==> config.mk <==
export PLATFORM = sky130hd
export DESIGN_NAME = poly_voice_mixer
export DESIGN_NICKNAME = d
export VERILOG_FILES = /design/src/rtl/poly_voice_mixer.sv
export SDC_FILE = /design/constraint.sdc
export NUM_CORES = 1
export LEC_CHECK = 0
export ABC_AREA = 1
export BUFFER_PORTS_ARGS = -buffer_cell sky130_fd_sc_hd__buf_2
export CORE_ASPECT_RATIO = 1.2
export CORE_MARGIN = 2
export CORE_UTILIZATION = 52
export CTS_CLUSTER_DIAMETER = 100
export CTS_CLUSTER_SIZE = 12
export DETAILED_ROUTE_END_ITERATION = 6
export PLACE_DENSITY_LB_ADDON = 0.08
export SETUP_SLACK_MARGIN = 0.1
export SLEW_MARGIN = 20
export SYNTH_ARGS = -nofsm -noshare
export SYNTH_HDL_FRONTEND = slang
export SYNTH_SLANG_ARGS = --single-unit
==> constraint.sdc <==
create_clock -name clk -period 3.14 [get_ports clk]
set_input_delay 0.157 -clock clk [delete_from_list [all_inputs] [get_ports clk]]
set_output_delay 0.157 -clock clk [all_outputs]
set_load 0.005 [all_outputs]
==> src/rtl/poly_voice_mixer.sv <==
// poly_voice_mixer: N-voice sample collector with a time-multiplexed saturating mixer.
// Optional per-voice gain is enabled with the POLY_MIXER_GAIN_EN macro.
module poly_voice_mixer #(
    parameter int NUM_VOICES    = 4,
    parameter int SAMPLE_WIDTH  = 16,
    parameter int READY_TIMEOUT = 64
) (
    input  logic                               clk,
    input  logic                               reset,
    input  logic                               new_frame,
    input  logic [NUM_VOICES*SAMPLE_WIDTH-1:0] voice_samples,
    input  logic [NUM_VOICES-1:0]              voice_ready,
    input  logic [NUM_VOICES-1:0]              voice_active,
`ifdef POLY_MIXER_GAIN_EN
    input  logic [4*NUM_VOICES-1:0]            voice_gain,
`endif
    input  logic                               clip_clear,
    output logic                               generate_next_sample,
    output logic                               new_sample_generated,
    output logic [SAMPLE_WIDTH-1:0]            sample_out,
    output logic                               clip,
    output logic                               missed,
    output logic                               underrun
);

    localparam int W  = SAMPLE_WIDTH;
    localparam int AW = SAMPLE_WIDTH + 8;
    localparam int IW = (NUM_VOICES > 1) ? $clog2(NUM_VOICES) : 1;

    localparam logic [IW-1:0] LAST = IW'(NUM_VOICES - 1);

    localparam logic signed [AW-1:0] SAT_MAX = {{(AW-W+1){1'b0}}, {(W-1){1'b1}}};
    localparam logic signed [AW-1:0] SAT_MIN = {{(AW-W+1){1'b1}}, {(W-1){1'b0}}};

    localparam logic [1:0] ST_IDLE  = 2'd0;
    localparam logic [1:0] ST_WAIT  = 2'd1;
    localparam logic [1:0] ST_ACCUM = 2'd2;
    localparam logic [1:0] ST_DONE  = 2'd3;

    logic [1:0]                  state_q, state_d;
    logic                        nf_q;
    logic [7:0]                  cnt_q, cnt_d;
    logic [IW-1:0]               idx_q, idx_d;
    logic [NUM_VOICES-1:0]       got_q, got_d;
    logic signed [W-1:0]         lat_q [NUM_VOICES];
    logic signed [W-1:0]         lat_d [NUM_VOICES];
    logic signed [AW-1:0]        acc_q, acc_d;
    logic [W-1:0]                pending_q, pending_d;
    logic [W-1:0]                sample_q, sample_d;
    logic                        pulse_q, pulse_d;
    logic                        clip_q, clip_d;
    logic                        missed_q, missed_d;
    logic                        under_q, under_d;

    logic                        frame_edge;
    logic [NUM_VOICES-1:0]       take;
    logic                        all_in;
    logic signed [W-1:0]         sel;
    logic                        sel_use;
    logic signed [AW-1:0]        term;
    logic                        clip_set;
    logic                        missed_set;
    logic                        under_set;

    assign frame_edge = new_frame & ~nf_q;
    assign take       = voice_ready & ~got_q;
    assign all_in     = &(got_q | ~voice_active);

`ifdef POLY_MIXER_GAIN_EN
    logic [3:0]          gsel;
    logic signed [W+4:0] prod;
`endif

    // Select the latched sample and its scaled contribution for the current voice index
    always_comb begin
        sel     = '0;
        sel_use = 1'b0;
`ifdef POLY_MIXER_GAIN_EN
        gsel    = 4'd0;
`endif
        for (int i = 0; i < NUM_VOICES; i++) begin
            if (idx_q == IW'(i)) begin
                sel     = lat_q[i];
                sel_use = voice_active[i] & got_q[i];
`ifdef POLY_MIXER_GAIN_EN
                gsel    = voice_gain[i*4 +: 4];
`endif
            end
        end
`ifdef POLY_MIXER_GAIN_EN
        prod = sel * $signed({1'b0, gsel});
        term = sel_use ? AW'(prod >>> 3) : '0;
`else
        term = sel_use ? AW'(sel) : '0;
`endif
    end

    // Next-state logic: collect, accumulate, saturate; a frame edge overrides everything
    always_comb begin
        state_d    = state_q;
        cnt_d      = cnt_q;
        idx_d      = idx_q;
        got_d      = got_q;
        lat_d      = lat_q;
        acc_d      = acc_q;
        pending_d  = pending_q;
        sample_d   = sample_q;
        pulse_d    = 1'b0;
        clip_set   = 1'b0;
        missed_set = 1'b0;
        under_set  = 1'b0;

        case (state_q)
            ST_WAIT: begin
                for (int i = 0; i < NUM_VOICES; i++) begin
                    if (take[i]) begin
                        lat_d[i] = voice_samples[i*W +: W];
                        got_d[i] = 1'b1;
                    end
                end
                if (all_in) begin
                    state_d = ST_ACCUM;
                    idx_d   = '0;
                    acc_d   = '0;
                end else if (cnt_q == 8'd0) begin
                    state_d    = ST_ACCUM;
                    idx_d      = '0;
                    acc_d      = '0;
                    missed_set = |(voice_active & ~(got_q | take));
                end else begin
                    cnt_d = cnt_q - 8'd1;
                end
            end
            ST_ACCUM: begin
                acc_d = acc_q + term;
                idx_d = idx_q + 1'b1;
                if (idx_q == LAST) begin
                    state_d = ST_DONE;
                end
            end
            ST_DONE: begin
                if (acc_q > SAT_MAX) begin
                    pending_d = SAT_MAX[W-1:0];
                    clip_set  = 1'b1;
                end else if (acc_q < SAT_MIN) begin
                    pending_d = SAT_MIN[W-1:0];
                    clip_set  = 1'b1;
                end else begin
                    pending_d = acc_q[W-1:0];
                end
                state_d = ST_IDLE;
            end
            default: begin
            end
        endcase

        if (frame_edge) begin
            sample_d = pending_q;
            pulse_d  = 1'b1;
            got_d    = '0;
            for (int i = 0; i < NUM_VOICES; i++) begin
                lat_d[i] = '0;
            end
            cnt_d     = 8'(READY_TIMEOUT);
            idx_d     = '0;
            acc_d     = '0;
            state_d   = ST_WAIT;
            under_set = (state_q == ST_WAIT) || (state_q == ST_ACCUM);
        end

        clip_d   = clip_set   | (clip_q   & ~clip_clear);
        missed_d = missed_set | (missed_q & ~clip_clear);
        under_d  = under_set  | (under_q  & ~clip_clear);
    end

    // State and datapath registers with synchronous reset
    always_ff @(posedge clk) begin
        if (reset) begin
            state_q   <= ST_IDLE;
            nf_q      <= 1'b0;
            cnt_q     <= '0;
            idx_q     <= '0;
            got_q     <= '0;
            for (int i = 0; i < NUM_VOICES; i++) begin
                lat_q[i] <= '0;
            end
            acc_q     <= '0;
            pending_q <= '0;
            sample_q  <= '0;
            pulse_q   <= 1'b0;
            clip_q    <= 1'b0;
            missed_q  <= 1'b0;
            under_q   <= 1'b0;
        end else begin
            state_q   <= state_d;
            nf_q      <= new_frame;
            cnt_q     <= cnt_d;
            idx_q     <= idx_d;
            got_q     <= got_d;
            lat_q     <= lat_d;
            acc_q     <= acc_d;
            pending_q <= pending_d;
            sample_q  <= sample_d;
            pulse_q   <= pulse_d;
            clip_q    <= clip_d;
            missed_q  <= missed_d;
            under_q   <= under_d;
        end
    end

    assign generate_next_sample = pulse_q;
    assign new_sample_generated = pulse_q;
    assign sample_out           = sample_q;
    assign clip                 = clip_q;
    assign missed               = missed_q;
    assign underrun             = under_q;

endmodule

==> flow_metrics.env, run 1 <==
export IMPL_status="completed"
export IMPL_pwr_density_cell_nw_per_um2=450
export IMPL_final_hold_viol_count=0
export IMPL_path_buf_inv=5
export IMPL_ios=97
export IMPL_dr_total_vias=7501
export IMPL_p_leak_uw=0.00386
export IMPL_syn_area_um2=7050
export IMPL_totalNegativeSetupSlack_ns=0
export IMPL_period_share_pct=94.9
export IMPL_synthTopCellsByCount="321 x nand2_1, 164 x a21oi_1, 141 x dfxtp_1, 82 x nand3_1, 65 x inv_1"
export IMPL_port_buffers=96
export IMPL_htree_levels=4
export IMPL_end_kind="register"
export IMPL_drc=0
export IMPL_clk_pin_slew_worst_paths_ns=0.06
export IMPL_timing_final_crit_period_ns=2.98
export IMPL_grt_pass1_vias=7040
export IMPL_synth_flop_cell="dfxtp_1"
export IMPL_start_kind="register"
export IMPL_core_area_um2=13200
export IMPL_syn_num_nets=1124
export IMPL_slowest_delay_ns=0.39
export IMPL_yosys_top_cells_area="dfxtp_1 40%, nand2_1 17%, a21oi_1 12%, nand3_1 5.8%, ha_1 4.8%"
export IMPL_slew_violations=0
export IMPL_syn_instance_count=1020
export IMPL_cts_root_buffer="clkbuf_16"
export IMPL_wl_per_cell_um=15.6
export IMPL_ir_worst_vdd_mv=0.366
export IMPL_clock_latency_ns=0.43
export IMPL_dieArea_um2=14500
export IMPL_fill_cells=1052
export IMPL_cts_buffer_depth=2
export IMPL_cap_viol_max_count=0
export IMPL_setup_violations=0
export IMPL_start_util_pct=53.3
export IMPL_cts_made_buffers=17
export IMPL_grt_util_all_layers_pct=28.8
export IMPL_grt_max_degree=43
export IMPL_synth_seq_cells=141
export IMPL_regArea_um2=2830
export IMPL_gp_congestion=0.924
export IMPL_clock_sinks=141
export IMPL_synth_async_reset_ratio_pct=0
export IMPL_required_ns=3.50
export IMPL_critPathKind="reg2reg"
export IMPL_synth_enable_flop_cells=0
export IMPL_synthToLayoutAreaGrowth_pct=33.8
export IMPL_seq_area_frac_synth_pct=40.0
export IMPL_multiInputGateArea_um2=4120
export IMPL_worstPathArrival_ns=3.34
export IMPL_crit_path_max_fanout=7
export IMPL_p_total_uw=4240
export IMPL_ys_warn_count=0
export IMPL_fp_row_count=46
export IMPL_clock_skew_ns=0.00847
export IMPL_cts_tree="built"
export IMPL_grt_pass1_wl_um=32700
export IMPL_rsz0062_at_grt="true"
export IMPL_yosysTopAreaCellShare_pct=40.0
export IMPL_path_cells="inv_4, ha_4, nor2_2, nand2_2, nand3_2, nand3_2, nand2_4, buf_12, inv_6, a21oi_4, ha_4, a21oi_4, o21ai_2, a21oi_2, o21ai_2, buf_4, a31oi_1, inv_1, a21oi_2, o21ai_1, a21oi_1"
export IMPL_fmax_mhz=336
export IMPL_hold_class="in2reg"
export IMPL_drt_vias_per_instance=5.50
export IMPL_die_w_um=110
export IMPL_worstMarginPinSlew_ns=1.03
export IMPL_path_delay_family="compound AO/OA/AOI/OAI gates"
export IMPL_die_h_um=132
export IMPL_drive_above_1_share_pct=21.6
export IMPL_hpwl_um=14100
export IMPL_grt_ovfl_total=0
export IMPL_drt_initial_drc_count=436
export IMPL_cpMaxStageDelayCell="dfxtp_4"
export IMPL_ys_types=45
export IMPL_synth_most_common_cell="nand2_1"
export IMPL_drt_wl_total_um=21300
export IMPL_antenna_found_initial=0
export IMPL_synth_avg_cell_area_um2=6.91
export IMPL_slew_headroom_pct=31.2
export IMPL_postRouteAntennaNets=0
export IMPL_first_pass_iters=7
export IMPL_synth_top_area_cell="dfxtp_1"
export IMPL_nets=1290
export IMPL_antennaDiodeCount=0
-- kinds of logic after synthesis --
group / share of synthesized area, %
xor+xnor: 0.373
buf+inv: 6.69
fa+ha+maj: 5.08
compound gates: 18.8
flops: 40.0
simple gates: 29.0
-- report_power, final --
group | switching [uW] | internal, uW | total (uW)
Sequential | 31.5 | 1830 | 1860
Clock | 776 | 1150 | 1930
Combinational | 268 | 190 | 458
-- final cells by class --
class                           count  share of cell area, %
Clock buffer                       23                   5.06
Tap cell                          168                   2.23
Timing Repair Buffer              191                   15.0
Clock inverter                      7                  0.862
Timing Repair inverter              1                 0.0928
Multi-Input combinational cell    761                   43.6
Sequential cell                   141                   30.0
Inverter                           73                   3.12
-- layer usage --
metal | wire [um] | up-vias | track usage (%)
met5 | 0 | - | 0
met4 | 1020 | 0 | 15.1
met3 | 1210 | 84 | 6.25
met2 | 10700 | 280 | 49.4
met1 | 8330 | 3414 | 32.7
li1 | - | 3723 | -
-- sequential cells by signal (all words and copies together) (netlist names), 2 cells and up --
register	flops
lat_q	64
acc_q	24
pending_q	16
sample_out	16
cnt_q	8
got_q	4
idx_q	2
state_q	2
-- worst reg2reg max path, stage by stage (launching register included) --
cell     delay, ns
dfxtp_4       0.39
inv_4         0.05
ha_4          0.18
nor2_2        0.11
nand2_2       0.07
nand3_2       0.06
nand3_2       0.08
nand2_4       0.13
buf_12        0.12
inv_6         0.05
a21oi_4       0.15
ha_4          0.24
a21oi_4       0.17
o21ai_2       0.09
a21oi_2       0.18
o21ai_2       0.12
buf_4         0.16
a31oi_1       0.16
inv_1         0.08
a21oi_2       0.13
o21ai_1       0.07
a21oi_1       0.13
-- path summary, 6_finish.rpt --
| kind | cells after the start | slack [ns] | to | startpoint |
|---|---|---|---|---|
| max reg2reg | 21 | 0.16 | acc_q[9]$_SDFFE_PP0P_ | idx_q[1]$_SDFFE_PP0P_ |
| min reg2reg | 2 | 0.45 | sample_out[14]$_SDFFE_PP0P_ | pending_q[14]$_SDFFE_PP0P_ |
| min | 3 | 0.002 | lat_q[63]$_SDFFE_PP0P_ | voice_samples[15] |
| max | 21 | 0.16 | acc_q[9]$_SDFFE_PP0P_ | idx_q[1]$_SDFFE_PP0P_ |
-- through the flow --
stage	utilization [%]	cells	setup WS (ns)	hold WS, ns	instance area, um^2
after floorplan	-	1020	0.103	0.282	7060
after global placement	58.7	1261	0.0426	0.371	7760
after detailed placement	58.7	1261	0.00460	0.377	7760
after CTS	67.9	1354	0.0954	0.00220	8990
after global routing	71.3	1365	-0.0471	0.0246	9440
final	71.3	1365	0.161	0.00162	9440
-- placed cells by master, fill, tap and decap left out, types with 4 or more instances in the layout --
cell type and count:
nand2_2 15, a21oi_4 4, ha_1 17, nand4_1 4, clkbuf_16 17, nor2_2 5, nor2_1 37, o21ai_0 39
buf_4 25, o211ai_1 16, inv_1 60, or2_2 7, nand3_1 77, o21ai_1 4, o21ai_2 5, nand2_1 309
buf_12 4, dlygate4sd3_1 63, buf_2 96, a21oi_1 137, dfxtp_1 139, nand3_2 6, inv_6 4, inv_2 5
nor3_1 7, nand2_4 4, ha_4 7, a21oi_2 25
-- what timing repair did --
action | in CTS | in global routing
buffers inserted | 0 | 10
gates cloned | 0 | 1
hold buffers | 63 | 0
pin swaps | 0 | 34
resized for setup | 13 | 89
endpoints found under the setup margin | 11 | 17
hold endpoints to repair | 63 | 0
(Power assumes the default switching activity.)
==> run 2, diff against run 1 <==
- clock period: 3.14 -> 2.7 ns (I/O delays scaled with it)
==> run 2 against run 1 <==
Effect of this change: maximum frequency up 1.0%; the run now ends with negative setup slack left; clock power up 13%; clock skew up 0.0020 ns; non-clock buffer count up 70; final cell count up 5.3%; utilization up 6.1 points.
==> flow_metrics.env, run 2 (synthesis results as in run 1) <==
export IMPL_status="finished with violations"
export IMPL_violations="negative setup slack"
export IMPL_drc=0
export IMPL_synthToLayoutAreaGrowth_pct=45.4
export IMPL_placed_cells=1317
export IMPL_reg2reg_slack_ns=-0.25
export IMPL_clk_pin_slew_worst_paths_ns=0.06
export IMPL_rr_worst_depth=20
export IMPL_hold_class="in2reg"
export IMPL_setup_violations=18
export IMPL_ir_worst_vdd_mv=0.457
export IMPL_slew_violations=0
export IMPL_largest_reg_flops=64
export IMPL_slew_headroom_pct=65.1
export IMPL_period_share_pct=109
export IMPL_drt_vias_per_instance=5.50
export IMPL_hold_start="reset"
export IMPL_hold_depth=2
export IMPL_fin_cells=1438
export IMPL_fin_area_um2=10200
export IMPL_port_buffers=96
export IMPL_antenna_found_initial=0
export IMPL_hold_slack_ns=0.101
export IMPL_start_kind="register"
export IMPL_critPathKind="reg2reg"
export IMPL_grt_max_degree=43
export IMPL_p_total_uw=4920
export IMPL_ios=97
export IMPL_end_kind="register"
export IMPL_grt_util_all_layers_pct=31.3
export IMPL_fmax_mhz=339
export IMPL_htree_levels=4
export IMPL_gp_congestion=0.936
export IMPL_placed_cell_area_um2=8250
export IMPL_final_common_cell="nand2_1"
export IMPL_postRouteAntennaNets=0
export IMPL_dr_total_vias=7909
export IMPL_final_hold_viol_count=0
export IMPL_cts_tree="built"
export IMPL_first_pass_iters=5
export IMPL_grt_pass1_vias=7515
export IMPL_r2r_start="idx_q[1]$_SDFFE_PP0P_"
export IMPL_reg_top3="lat_q: 64 flops, acc_q: 24 flops"
export IMPL_cap_viol_max_count=0
export IMPL_p_leak_uw=0.00429
export IMPL_worstMarginPinSlew_ns=0.524
export IMPL_regMostFlops="lat_q"
export IMPL_crit_path_max_fanout=6
export IMPL_r2r_end="acc_q[22]$_SDFFE_PP0P_"
export IMPL_required_ns=3.00
export IMPL_fp_row_count=46
export IMPL_dieArea_um2=14500
export IMPL_setup_ws_ns=-0.250
export IMPL_pwr_density_cell_nw_per_um2=480
export IMPL_worstPathArrival_ns=3.24
export IMPL_rsz0062_at_grt="true"
export IMPL_clock_skew_ns=0.0104
export IMPL_drive_above_1_share_pct=29.1
export IMPL_start_util_pct=53.3
export IMPL_core_area_um2=13200
export IMPL_drt_initial_drc_count=453
export IMPL_timing_final_crit_period_ns=2.95
export IMPL_dpl_worst_slack_ns=-0.277
export IMPL_holdPathEnd="nf_q$_SDFF_PP0_"
export IMPL_drt_wl_total_um=22700
export IMPL_layout_common_cells="304 x nand2_1, 139 x dfxtp_1, 131 x a21oi_1"
export IMPL_nets=1361
export IMPL_cts_made_buffers=17
export IMPL_wl_per_cell_um=15.8
export IMPL_cts_root_buffer="clkbuf_16"
export IMPL_die_h_um=132
export IMPL_die_w_um=110
export IMPL_hpwl_um=14900
export IMPL_cts_buffer_depth=2
export IMPL_grt_ovfl_total=0
export IMPL_clock_latency_ns=0.44
export IMPL_grt_pass1_wl_um=35700
export IMPL_clock_sinks=141
run 2: changes by cell type in the layout (fill, tap and decap cells not counted), moves of 5 or more:
cell,before,now
ha_1,17,12
ha_4,7,14
nand2_1,309,304
buf_4,25,89
nand3_2,6,18
buf_6,2,7
nand3_1,77,65
a21oi_1,137,131
o21ai_1,4,12
o21ai_0,39,29
run 2: worst max path at each step:
stage,from,to,depth (start not counted)
finish,idx_q[1]$_SDFFE_PP0P_,acc_q[22]$_SDFFE_PP0P_,20
global route,idx_q[1]$_SDFFE_PP0P_,acc_q[17]$_SDFFE_PP0P_,20
CTS,idx_q[1]$_SDFFE_PP0P_,acc_q[23]$_SDFFE_PP0P_,21
detailed placement,idx_q[0]$_SDFFE_PP0P_,acc_q[17]$_SDFFE_PP0P_,20
global placement,idx_q[1]$_SDFFE_PP0P_,acc_q[20]$_SDFFE_PP0P_,20
floorplan,idx_q[1]$_SDFFE_PP0P_,acc_q[22]$_SDFFE_PP0P_,26
run 2: per-layer routing:
metal / up-vias / wire length [um] / global-route usage [%]
met4: 0 / 974 / 15.7
met2: 272 / 11800 / 54.3
met5: - / 0 / 0
met3: 83 / 1030 / 6.55
met1: 3677 / 8950 / 35.5
li1: 3877 / - / -
run 2: critical path, cell delays in order, from the launching register on:
cell	delay [ns]
dfxtp_4	0.38
buf_4	0.12
ha_4	0.18
inv_8	0.05
buf_4	0.13
buf_12	0.12
o211ai_1	0.22
a21oi_2	0.14
ha_4	0.32
nand2_1	0.11
buf_4	0.16
o21ai_0	0.23
a21oi_2	0.08
o21ai_4	0.09
nand3_2	0.08
nand3_2	0.09
nand2_2	0.07
nand2_1	0.06
nand2_1	0.05
nand3_1	0.06
a21oi_1	0.07
run 2: cell type report:
| class | count | area (um^2) |
|---|---|---|
| Sequential cell | 141 | 2830 |
| Fill cell | 980 | 2990 |
| Tap cell | 168 | 210 |
| Inverter | 73 | 299 |
| Timing Repair inverter | 2 | 12.5 |
| Clock inverter | 13 | 105 |
| Clock buffer | 18 | 439 |
| Antenna cell | 1 | 2.50 |
| Multi-Input combinational cell | 761 | 4400 |
| Timing Repair Buffer | 261 | 1950 |
run 2: per-stage QoR:
| step | utilization (%) | TNS, ns |
|---|---|---|
| global placement | 62.3 | -2.41 |
| detailed placement | 62.3 | -3.17 |
| finish | 77.4 | -2.76 |
| global route | 77.4 | -5.81 |
| floorplan | - | -0.609 |
| CTS | 73.9 | -1.26 |
run 2: where the power goes:
part | internal, uW | switching, uW
Sequential | 2120 | 33.6
Combinational | 238 | 329
Clock | 1210 | 981
run 2: timing repair:
| action | in CTS | in global routing |
|---|---|---|
| buffers inserted | 13 | 9 |
| pin swaps | 33 | 43 |
| cloned | 1 | 1 |
| resized for setup | 61 | 77 |
| endpoints found under the hold margin | 66 | 0 |
| hold buffers | 66 | 0 |
| setup endpoints to repair | 19 | 20 |
==> run 3, diff against run 2 <==
- RECOVER_POWER: unset -> 25
==> run 3 against run 2 <==
Effect of this change: the run still ends with negative setup slack left; clock power is essentially flat; clock-buffer cell count unchanged; final cell count unchanged; flip-flop and latch count is the same; power fell by 0.15%; first-iteration DRC count increased by 1.5%; die area stayed put; sequential power about the same.
==> flow_metrics.env, run 3 (synthesis results as in run 1) <==
export IMPL_hold_class="in2reg"
export IMPL_grt_pass1_wl_um=35700
export IMPL_grt_util_all_layers_pct=31.3
export IMPL_cts_made_buffers=17
export IMPL_gp_congestion=0.936
export IMPL_cts_tree="built"
export IMPL_reg_top3="lat_q: 64 flops, acc_q: 24 flops"
export IMPL_first_pass_iters=5
export IMPL_nets=1361
export IMPL_p_leak_uw=0.00423
export IMPL_hpwl_um=14900
export IMPL_crit_path_max_fanout=6
export IMPL_period_share_pct=109
export IMPL_power_share_clock_pct=44.5
export IMPL_crit_start="idx_q[1]$_SDFFE_PP0P_"
export IMPL_cts_root_buffer="clkbuf_16"
export IMPL_p_sw_uw=1340
export IMPL_synthToLayoutAreaGrowth_pct=45.0
export IMPL_die_w_um=110
export IMPL_drt_vias_per_instance=5.49
export IMPL_r2r_start="idx_q[1]$_SDFFE_PP0P_"
export IMPL_setup_ws_ns=-0.251
export IMPL_start_util_pct=53.3
export IMPL_grt_ovfl_total=0
export IMPL_drt_wl_total_um=22700
export IMPL_worstPathArrival_ns=3.24
export IMPL_dpl_worst_slack_ns=-0.277
export IMPL_largest_reg_flops=64
export IMPL_slew_headroom_pct=54.7
export IMPL_core_area_um2=13200
export IMPL_p_sw_share_pct=27.3
export IMPL_fp_row_count=46
export IMPL_ir_worst_vdd_mv=0.458
export IMPL_die_h_um=132
export IMPL_fmax_mhz=339
export IMPL_rr_worst_depth=20
export IMPL_drt_initial_drc_count=460
export IMPL_grt_max_degree=43
export IMPL_drive_above_1_share_pct=27.8
export IMPL_reg2reg_slack_ns=-0.25
export IMPL_pwr_density_cell_nw_per_um2=480
export IMPL_dieArea_um2=14500
export IMPL_dr_total_vias=7898
export IMPL_postRouteAntennaNets=0
export IMPL_final_common_cell="nand2_1"
export IMPL_clk_pin_slew_worst_paths_ns=0.06
export IMPL_end_kind="register"
export IMPL_p_total_uw=4910
export IMPL_port_buffers=96
export IMPL_rsz0062_at_grt="true"
export IMPL_clock_latency_ns=0.44
export IMPL_regMostFlops="lat_q"
export IMPL_hold_start="reset"
export IMPL_required_ns=2.99
export IMPL_power_share_sequential_pct=44.0
export IMPL_cts_buffer_depth=2
export IMPL_ios=97
export IMPL_hold_depth=2
export IMPL_antenna_found_initial=0
export IMPL_setup_violations=18
export IMPL_status="finished with violations"
export IMPL_p_int_uw=3570
export IMPL_violations="negative setup slack"
export IMPL_slew_violations=0
export IMPL_critPathKind="reg2reg"
export IMPL_clock_skew_ns=0.0126
export IMPL_timing_final_crit_period_ns=2.95
export IMPL_drc=0
export IMPL_htree_levels=4
export IMPL_start_kind="register"
export IMPL_layout_common_cells="304 x nand2_1, 139 x dfxtp_1, 131 x a21oi_1"
export IMPL_grt_pass1_vias=7515
export IMPL_clock_sinks=141
export IMPL_pwr_share_comb_pct=11.5
export IMPL_worstMarginPinSlew_ns=0.680
export IMPL_wl_per_cell_um=15.8
export IMPL_cap_viol_max_count=0
export IMPL_final_hold_viol_count=0
run 3: metrics by stage:
step                      area (um^2)  instances  util (%)  hold WS [ns]  TNS [ns]
after floorplan                  7150       1020         -         0.260    -0.609
after global placement           8250       1317      62.3         0.349     -2.41
after detailed placement         8250       1317      62.3         0.357     -3.17
after CTS                        9790       1428      73.9        0.0919     -1.26
after global routing            10200       1437      77.2         0.107     -5.81
final                           10200       1438      77.2        0.0981     -2.70
run 3: final timing paths:
| path | end |
|---|---|
| min | nf_q$_SDFF_PP0_ |
| min reg2reg | sample_out[12]$_SDFFE_PP0P_ |
| max | acc_q[22]$_SDFFE_PP0P_ |
| max reg2reg | acc_q[22]$_SDFFE_PP0P_ |
run 3: repair_timing:
action / CTS / global route
setup endpoints to repair: 19 / 20
hold endpoints to repair: 66 / 0
resized for setup: 61 / 77
buffers inserted: 13 / 9
pin swaps: 33 / 43
hold buffers: 66 / 0
cloned: 1 / 1
run 3: area by class of cell:
class,instances,area [um^2]
diodes,1,2.50
multi-input cells,761,4400
clock inverters,13,105
flip-flops and latches,141,2830
repair inverters,2,12.5
fillers,996,3020
clock buffers,18,439
inverters,73,299
well taps,168,210
repair buffers,261,1920
run 3: critical path, cell delays in order, from the launching register on:
cell and delay [ns]:
dfxtp_4 0.38, buf_4 0.12, ha_4 0.18, inv_8 0.05, buf_4 0.13, buf_12 0.12
o211ai_1 0.22, a21oi_2 0.13, ha_4 0.32, nand2_1 0.11, buf_4 0.16, o21ai_0 0.23
a21oi_2 0.08, o21ai_4 0.09, nand3_2 0.08, nand3_2 0.09, nand2_2 0.07, nand2_1 0.06
nand2_1 0.05, nand3_1 0.06, a21oi_1 0.07
run 3: power groups by stage:
stage                     clock, uW  combinational [uW]  sequential [uW]
final                          2190                 564             2160
after global routing           2300                 626             2160
after CTS                      2210                 543             2160
after detailed placement          0                 459             2200
after global placement            0                 453             2200
after floorplan                   0                 287             2190
run 3: metal layers:
metal | GRT usage [%] | part of all wire (%) | up-vias
met2 | 54.3 | 52 | 272
met5 | 0 | 0 | -
li1 | - | - | 3877
met1 | 35.5 | 39 | 3667
met4 | 15.7 | 4.4 | 0
met3 | 6.55 | 4.8 | 82
